$ cat src/rtl/strobe_arb_if.sv
// Bundle between the strobe arbiter, its requesters and the shared strobe crossing.
// The master side drives requests and the returned ack. The slave side is the arbiter.
interface strobe_arb_if #(
    parameter int NUM_REQ = 4,
    parameter int WIDTH   = 8,
    parameter int IDW     = $clog2(NUM_REQ)
);
    logic [NUM_REQ-1:0]       req;
    logic [NUM_REQ*WIDTH-1:0] req_data;
    logic [NUM_REQ-1:0]       grant;
    logic                     strobe_out;
    logic [WIDTH-1:0]         data_out;
    logic [IDW-1:0]           src_id;
    logic                     ack_in;
    logic                     busy;
    logic                     timeout_err;

    modport master (
        output req, req_data, ack_in,
        input  grant, strobe_out, data_out, src_id, busy, timeout_err
    );

    modport slave (
        input  req, req_data, ack_in,
        output grant, strobe_out, data_out, src_id, busy, timeout_err
    );
endinterface

$ cat src/rtl/strobe_arbiter.sv
// Round-robin arbiter feeding one strobe clock-crossing channel.
// It keeps strobes spaced so the destination synchroniser never misses a toggle.
module strobe_arbiter #(
    parameter int NUM_REQ     = 4,
    parameter int WIDTH       = 8,
    parameter int GAP         = 4,
    parameter int USE_ACK     = 1,
    parameter int ACK_TIMEOUT = 255,
    parameter int IDW         = $clog2(NUM_REQ)
) (
    input  logic          clk,
    input  logic          reset,
    strobe_arb_if.slave   bus
);
    localparam int CMAX = (GAP > ACK_TIMEOUT) ? GAP : ACK_TIMEOUT;
    localparam int CW   = $clog2(CMAX + 1);

    typedef enum logic [1:0] {S_IDLE, S_WAIT_ACK, S_GAP} state_t;

    state_t                        state;
    logic [IDW-1:0]                ptr;
    logic [CW-1:0]                 cnt;
    logic [NUM_REQ-1:0][WIDTH-1:0] pl;

    logic           hi_vld, lo_vld, sel_vld;
    logic [IDW-1:0] hi_idx, lo_idx, sel_idx;

    assign pl = bus.req_data;

    // Lowest set bit at or above ptr wins; otherwise wrap to the lowest set bit.
    always_comb begin
        hi_vld = 1'b0;
        hi_idx = '0;
        lo_vld = 1'b0;
        lo_idx = '0;
        for (int i = NUM_REQ - 1; i >= 0; i--) begin
            if (bus.req[i]) begin
                lo_vld = 1'b1;
                lo_idx = IDW'(i);
                if (IDW'(i) >= ptr) begin
                    hi_vld = 1'b1;
                    hi_idx = IDW'(i);
                end
            end
        end
    end

    assign sel_vld = lo_vld;
    assign sel_idx = hi_vld ? hi_idx : lo_idx;

    always_ff @(posedge clk) begin
        if (reset) begin
            state           <= S_IDLE;
            ptr             <= '0;
            cnt             <= '0;
            bus.grant       <= '0;
            bus.strobe_out  <= 1'b0;
            bus.data_out    <= '0;
            bus.src_id      <= '0;
            bus.busy        <= 1'b0;
            bus.timeout_err <= 1'b0;
        end else begin
            bus.grant       <= '0;
            bus.strobe_out  <= 1'b0;
            bus.timeout_err <= 1'b0;
            case (state)
                S_IDLE: begin
                    if (sel_vld) begin
                        bus.grant      <= NUM_REQ'(1) << sel_idx;
                        bus.strobe_out <= 1'b1;
                        bus.data_out   <= pl[sel_idx];
                        bus.src_id     <= sel_idx;
                        bus.busy       <= 1'b1;
                        ptr            <= (sel_idx == IDW'(NUM_REQ - 1)) ? '0 : sel_idx + 1'b1;
                        if (USE_ACK != 0) begin
                            state <= S_WAIT_ACK;
                            cnt   <= '0;
                        end else begin
                            state <= S_GAP;
                            cnt   <= CW'(GAP - 1);
                        end
                    end
                end
                S_WAIT_ACK: begin
                    // cnt holds cycles since the strobe; an ack in the strobe cycle itself is ignored.
                    if (bus.ack_in && !bus.strobe_out) begin
                        state <= S_GAP;
                        cnt   <= CW'(GAP - 1);
                    end else if (cnt >= CW'(ACK_TIMEOUT - 1)) begin
                        state           <= S_GAP;
                        cnt             <= CW'(GAP - 1);
                        bus.timeout_err <= 1'b1;
                    end else begin
                        cnt <= cnt + 1'b1;
                    end
                end
                S_GAP: begin
                    if (cnt == '0) begin
                        state    <= S_IDLE;
                        bus.busy <= 1'b0;
                    end else begin
                        cnt <= cnt - 1'b1;
                    end
                end
                default: begin
                    state    <= S_IDLE;
                    bus.busy <= 1'b0;
                end
            endcase
        end
    end
endmodule
$ cat src/flat_wrapper.sv
// flat-port wrapper written by rule: the top's interface ports become plain ports
module strobe_arbiter_flat 
#(
    parameter int NUM_REQ     = 4,
    parameter int WIDTH       = 8,
    parameter int GAP         = 4,
    parameter int USE_ACK     = 1,
    parameter int ACK_TIMEOUT = 255,
    parameter int IDW         = $clog2(NUM_REQ)
)
  (clk, reset, bus_req, bus_req_data, bus_ack_in, bus_grant, bus_strobe_out, bus_data_out, bus_src_id, bus_busy, bus_timeout_err);
  strobe_arb_if #(.NUM_REQ(NUM_REQ), .WIDTH(WIDTH), .IDW(IDW)) bus_i ();
  input  logic clk;
  input  logic reset;
  input wire logic [$bits(bus_i.req)-1:0] bus_req;
  input wire logic [$bits(bus_i.req_data)-1:0] bus_req_data;
  input wire logic [$bits(bus_i.ack_in)-1:0] bus_ack_in;
  output wire logic [$bits(bus_i.grant)-1:0] bus_grant;
  output wire logic [$bits(bus_i.strobe_out)-1:0] bus_strobe_out;
  output wire logic [$bits(bus_i.data_out)-1:0] bus_data_out;
  output wire logic [$bits(bus_i.src_id)-1:0] bus_src_id;
  output wire logic [$bits(bus_i.busy)-1:0] bus_busy;
  output wire logic [$bits(bus_i.timeout_err)-1:0] bus_timeout_err;
  assign bus_i.req = bus_req;
  assign bus_i.req_data = bus_req_data;
  assign bus_i.ack_in = bus_ack_in;
  assign bus_grant = bus_i.grant;
  assign bus_strobe_out = bus_i.strobe_out;
  assign bus_data_out = bus_i.data_out;
  assign bus_src_id = bus_i.src_id;
  assign bus_busy = bus_i.busy;
  assign bus_timeout_err = bus_i.timeout_err;
  strobe_arbiter #(.NUM_REQ(NUM_REQ), .WIDTH(WIDTH), .GAP(GAP), .USE_ACK(USE_ACK), .ACK_TIMEOUT(ACK_TIMEOUT), .IDW(IDW)) u_core (.clk(clk), .reset(reset), .bus(bus_i));
endmodule
$ cat config.mk
export PLATFORM = sky130hd
export DESIGN_NAME = strobe_arbiter_flat
export DESIGN_NICKNAME = d
export VERILOG_FILES = /design/src/rtl/strobe_arb_if.sv /design/src/rtl/strobe_arbiter.sv /design/src/flat_wrapper.sv
export SDC_FILE = /design/constraint.sdc
export NUM_CORES = 1
export LEC_CHECK = 0
export ABC_AREA = 1
export CORE_MARGIN = 10
export CORE_UTILIZATION = 48
export CTS_CLUSTER_SIZE = 25
export DETAILED_ROUTE_END_ITERATION = 6
export PLACE_DENSITY = 0.8
export SLEW_MARGIN = 30
export SYNTH_ARGS = -nofsm -noshare
export SYNTH_HDL_FRONTEND = slang
export SYNTH_SLANG_ARGS = --single-unit
$ cat constraint.sdc
create_clock -name clk -period 1.65 [get_ports clk]
set_input_delay 0.165 -clock clk [delete_from_list [all_inputs] [get_ports clk]]
set_output_delay 0.165 -clock clk [all_outputs]
set_load 0.05 [all_outputs]
# Word level (Yosys, flattened, before mapping)

Cells that the tools add are included.

Register bits after elaboration: 29
Bits in latches: 0
Bits in writable memories: 0
ROM bits: 0
Input bits: 39
Output and inout port bits: 17
Word-level logic and storage cells: 84
Memories: 0

Add/subtract/negate cells: 3
$mul: 0
Divide/modulo/power cells: 0
$lt $le $gt $ge: 6
Eq/ne operators: 7
Shifts and indexed selects: 1
Multiplexer cells: 43
Bitwise gates (word level): 3
Reduce and logical (&&, ||, !) cells: 12

Operators by type and width:

| cell                                                        | number |
|---|---|
| two-way mux 8 bit                                           | 5 |
| two-way mux 2 bit                                           | 18 |
| one-hot mux 8 bit (3 select lines)                          | 1 |
| binary-select mux 8 bit (select 2 bit)                      | 1 |
| two-way mux 1 bit                                           | 16 |
| AND reduction 3 bit                                         | 3 |
| adder 8 x 1 -> 8 bit (second input constant)                | 1 |
| >= comparator 8 bit (second input constant)                 | 1 |
| zero test 8 bit                                             | 1 |
| subtractor 8 x 1 -> 8 bit (second input constant)           | 1 |
| one-hot mux 2 bit (3 select lines)                          | 1 |
| OR reduction 3 bit                                          | 2 |
| equality test 2 bit (second input constant)                 | 2 |
| >= comparator 1 x 2 -> 1 bit (first input constant)         | 2 |
| >= comparator 2 bit (first input constant)                  | 2 |
| != test 2 x 1 -> 1 bit (second input constant)              | 2 |
| left shift 1 x 2 -> 4 bit (first input constant)            | 1 |
| less-than comparator 2 x 3 -> 1 bit (second input constant) | 1 |
| != test 3 x 1 -> 1 bit (second input constant)              | 1 |
| inverter 1 bit                                              | 3 |
| one-hot mux 1 bit (3 select lines)                          | 1 |
| nonzero test 3 bit                                          | 1 |
| adder 2 x 1 -> 2 bit (second input constant)                | 1 |
| equality test 2 x 1 -> 1 bit (second input constant)        | 1 |
| 6 further kinds                                             | 6 |

# Depth between registers and ports, before layout

Word-level depth: 12
Mapped depth: 12

# Least setup slack after synthesis

No wires, ideal clock.

Path kind: register -> register
Start: register u_core.state[0]
End: register u_core.cnt[5]
Library setup time: 0.070 ns
Arrival: 1.371 ns
Slack: 0.208 ns
Cell stages (with the launch flop): 9
Period minus slack after synthesis: 1.442 ns
Cell sequence: dfxtp_1 -> inv_1 -> ha_1 -> clkbuf_1 -> nand4_1 -> nand3b_4 -> nor2_4 -> nand2_1 -> a21oi_1

Longest elaborated chain between the ends: 3

Ends and longest elaborated chain:

| what                                                         | RTL line             | RTL |
|---|---|---|
| start: declaration                                           | strobe_arbiter.sv:20 | `state_t state;` |
| start signal: assignment                                     | strobe_arbiter.sv:53 | `state <= S_IDLE;` |
| start signal: assignment                                     | strobe_arbiter.sv:76 | `state <= S_WAIT_ACK;` |
| start signal: assignment                                     | strobe_arbiter.sv:79 | `state <= S_GAP;` |
| equality test 2 bit, or another cell as far along            | strobe_arbiter.sv:66 | `case (state)` |
| != test 2 bit (no source line), or another cell as far along | n/a                  |  |
| AND reduction 3 bit (no source line)                         | n/a                  |  |
| end signal: assignment                                       | strobe_arbiter.sv:80 | `cnt <= CW'(GAP - 1);` |
| end signal: assignment                                       | strobe_arbiter.sv:88 | `cnt <= CW'(GAP - 1);` |
| end signal: assignment                                       | strobe_arbiter.sv:91 | `cnt <= CW'(GAP - 1);` |
| end: declaration                                             | strobe_arbiter.sv:22 | `logic [CW-1:0] cnt;` |

Parallel ways exist; a longest one is shown, timed or not.
A chain may end at the register's enable or synchronous reset.

# Worst setup path in the final report

Start: register u_core.bus.grant[3]
End: output bus_grant[3]

RTL lines:

| what                     | RTL line             | RTL |
|---|---|---|
| start: declaration       | strobe_arb_if.sv:25  | `output grant, strobe_out, data_out, src_id, busy, timeout_err` |
| start signal: assignment | strobe_arbiter.sv:69 | `bus.grant <= NUM_REQ'(1) << sel_idx;` |
| end: declaration         | flat_wrapper.sv:18   | `output wire logic [$bits(bus_i.grant)-1:0] bus_grant;` |

No word-level cell between the ends.

==> results.cfg <==
[cells_and_area]
diodes = 0
final_common_cell = nand2_1
post-route-util_pct = 70.2
nets = 444
layout_common_cells = 76 x nand2_1, 61 x inv_1, 56 x nand3_1
syn2layout_area_growth_pct = 40.0
nFillCells = 334
drive_gt1_share_pct = 15.1
final_cell_area_um2 = 2850

[synth]
synth_top_family_by_area = simple AND/OR/NAND/NOR gates
synthAdderAreaFrac_pct = 4.92
yosysWarningCount = 0
synth_xor_area_share_pct = 1.72
postSynthAreaPerCell_um2 = 6.11
yosysTopAreaCellShare_pct = 28.6
syn_inst = 333
synth_mux_area_share_pct = 0
yosys.area_share.simple_pct = 39.9
synth-compound-area-share_pct = 8.80
ys_ff_latch = 29
syn_area_um2 = 2030
syn_nets = 380
synth_area_leader_cell = dfxtp_1
ys_seq_area_share_pct = 28.6
ys_top_cells_by_area = dfxtp_1 29%, nand2_1 14%, nand3_1 14%
synth_cell_types = 30

[die]
chipWidth_um = 85.1
dieArea_um2 = 7240
rows = 23
initial_core_util_pct = 50.1
ioPinCount = 56
core_area_um2 = 4060
die_h_um = 85.1

[sta]
slew_viol_final = 0
finalCriticalPeriod_ps = 1560
finalCritPeriodShare_pct = 94.8
worst_pin_slew_ps = 495
finalHoldViolations = 0
rsz0062_at_grt = false
whs_ps = 447
fmax_mhz = 639
slew_headroom_pct = 66.9
finalSetupViolCount = 0
skew_ps = 9.84

[worst_setup_path]
worstPathArrival_ps = 1400
required_ps = 1480
path_buf_inv = 1
path_delay_family = buffers and inverters
crit_slowest_cell = clkdlybuf4s50_1
cp_max_fo = 1
path_class = flop to primary output
start_kind = flop
worstPathCellList = clkdlybuf4s50_1
cp-end-kind = primary output
slowest_delay_ps = 790

[route]
drt-initial-drc-count = 131
wl_per_cell_um = 12.7
firstDrtPassIters = 4
drc = 0
vias_per_cell = 5.05
wirelength_mm = 5.70
route.vias.total = 2264
ant_nets = 0

[cts]
path_clk_slew_ps = 70
worstSkewPairLatency_ps = 280
clock_sinks = 29
htree_levels = 2
cts-root-buf = clkbuf_8
clock_path_buffers = 2
cts_buffers = 5
tritoncts = done

[flow_run]
maxCapViolations = 0

[power]
fin_total_pwr_mw = 4.87
p_leak_nw = 1.43
ir_drop_uv = 736
cellPowerDensity_nw_per_um2 = 1710

[placement]
place.gp.congestion = 0.857
numPortBuffers = 55
place_area_um2 = 2680
place_hpwl_mm = 4.46

[global_routing]
grt_pass1_wl_mm = 9.60
grt.total_usage_pct = 15.6
grt_pass1_vias = 2165
grt_max_degree = 21
antenna_found_initial = 0
grt-ovfl-total = 0

[worst_hold_path]
hold_path.class = flop to flop

[run_status]
status = finished clean
==> final timing paths <==
path	startpoint	endpoint	slack (ps)	depth (start not counted)
worst max register to register	u_core.state[0]	u_core.cnt[4]	120	7
worst max-delay path	u_core.bus.grant[3]	bus_grant[3]	90	1
worst min register to register	u_core.bus.busy	u_core.bus.busy	450	2
worst min-delay path	u_core.bus.busy	u_core.bus.busy	450	2
==> repair_timing <==
action	in CTS	in global routing
setup buffers	0	0
hold buffers	0	0
hold endpoints to repair	0	0
gates resized for setup	0	12
endpoints found under the setup margin	0	12
==> routing by layer <==
metal	global-route usage (%)	wire, µm
met3	4.68	381
met2	25.0	2740
met1	18.6	2460
met5	0	0
met4	7.34	116
==> final cells by class <==
class	instances	area, µm²	area share [%]
Multi-Input combinational cell	224	1150	40.4
Timing Repair Buffer	69	661	23.2
Sequential cell	29	586	20.6
Inverter	68	255	8.97
Clock buffer	5	68.8	2.42
Clock inverter	3	65.1	2.29
Tap cell	50	62.6	2.20
==> sequential cells by signal, summed over array words and instances, names as in the netlist <==
signal,count
u_core.bus.data_out,8
u_core.cnt,8
u_core.bus.grant,4
u_core.bus.src_id,2
u_core.ptr,2
u_core.state,2
u_core.bus.busy,1
u_core.bus.strobe_out,1
u_core.bus.timeout_err,1
==> kinds of logic (layout without fill, tap and decap cells) <==
logic type | count (synthesis) | count (layout)
xor gates and xnor gates | 4 | 4
DFF | 29 | 29
AOI/OAI and AO/OA | 32 | 32
adders and majority gates | 8 | 8
and+or+nand+nor | 180 | 180
buffers and inverters | 80 | 145
==> metrics by stage <==
stage	std cells	setup WS (ps)	TNS [ps]
floorplan	333	208	0
global placement	440	-62.8	-266
detailed placement	440	-89.4	-832
CTS	448	28.6	0
global route	448	3.34	0
finish	448	85.4	0
==> synth_stat cells <==
cell type   n
a31oi_1     2
clkbuf_1    4
nor4_1      1
or2_1       1
nand4_1     4
o21ai_0     8
inv_2       7
nor3_1      1
nand3_1    56
nand3_2     1
buf_2       4
o21a_1      1
nor2_4      1
xnor2_1     1
a21oi_2     2
dfxtp_1    29
buf_4       2
nand3_4     1
nand2_1    78
xor2_1      3
o211ai_1    1
nand2_2     2
nor2_1     33
o21ai_2     1
inv_1      61
o21ai_1     4
nand3b_4    1
a21oi_1    13
ha_1        8
buf_6       2
==> report_power, final <==
| group | total [mW] | internal [mW] | switching, mW |
|---|---|---|---|
| logic | 2.89 | 1.06 | 1.83 |
| clock network | 0.886 | 0.600 | 0.286 |
| registers | 1.09 | 0.933 | 0.157 |
| total | 4.87 | 2.59 | 2.28 |
No activity file was read; power rests on OpenSTA's default activity.
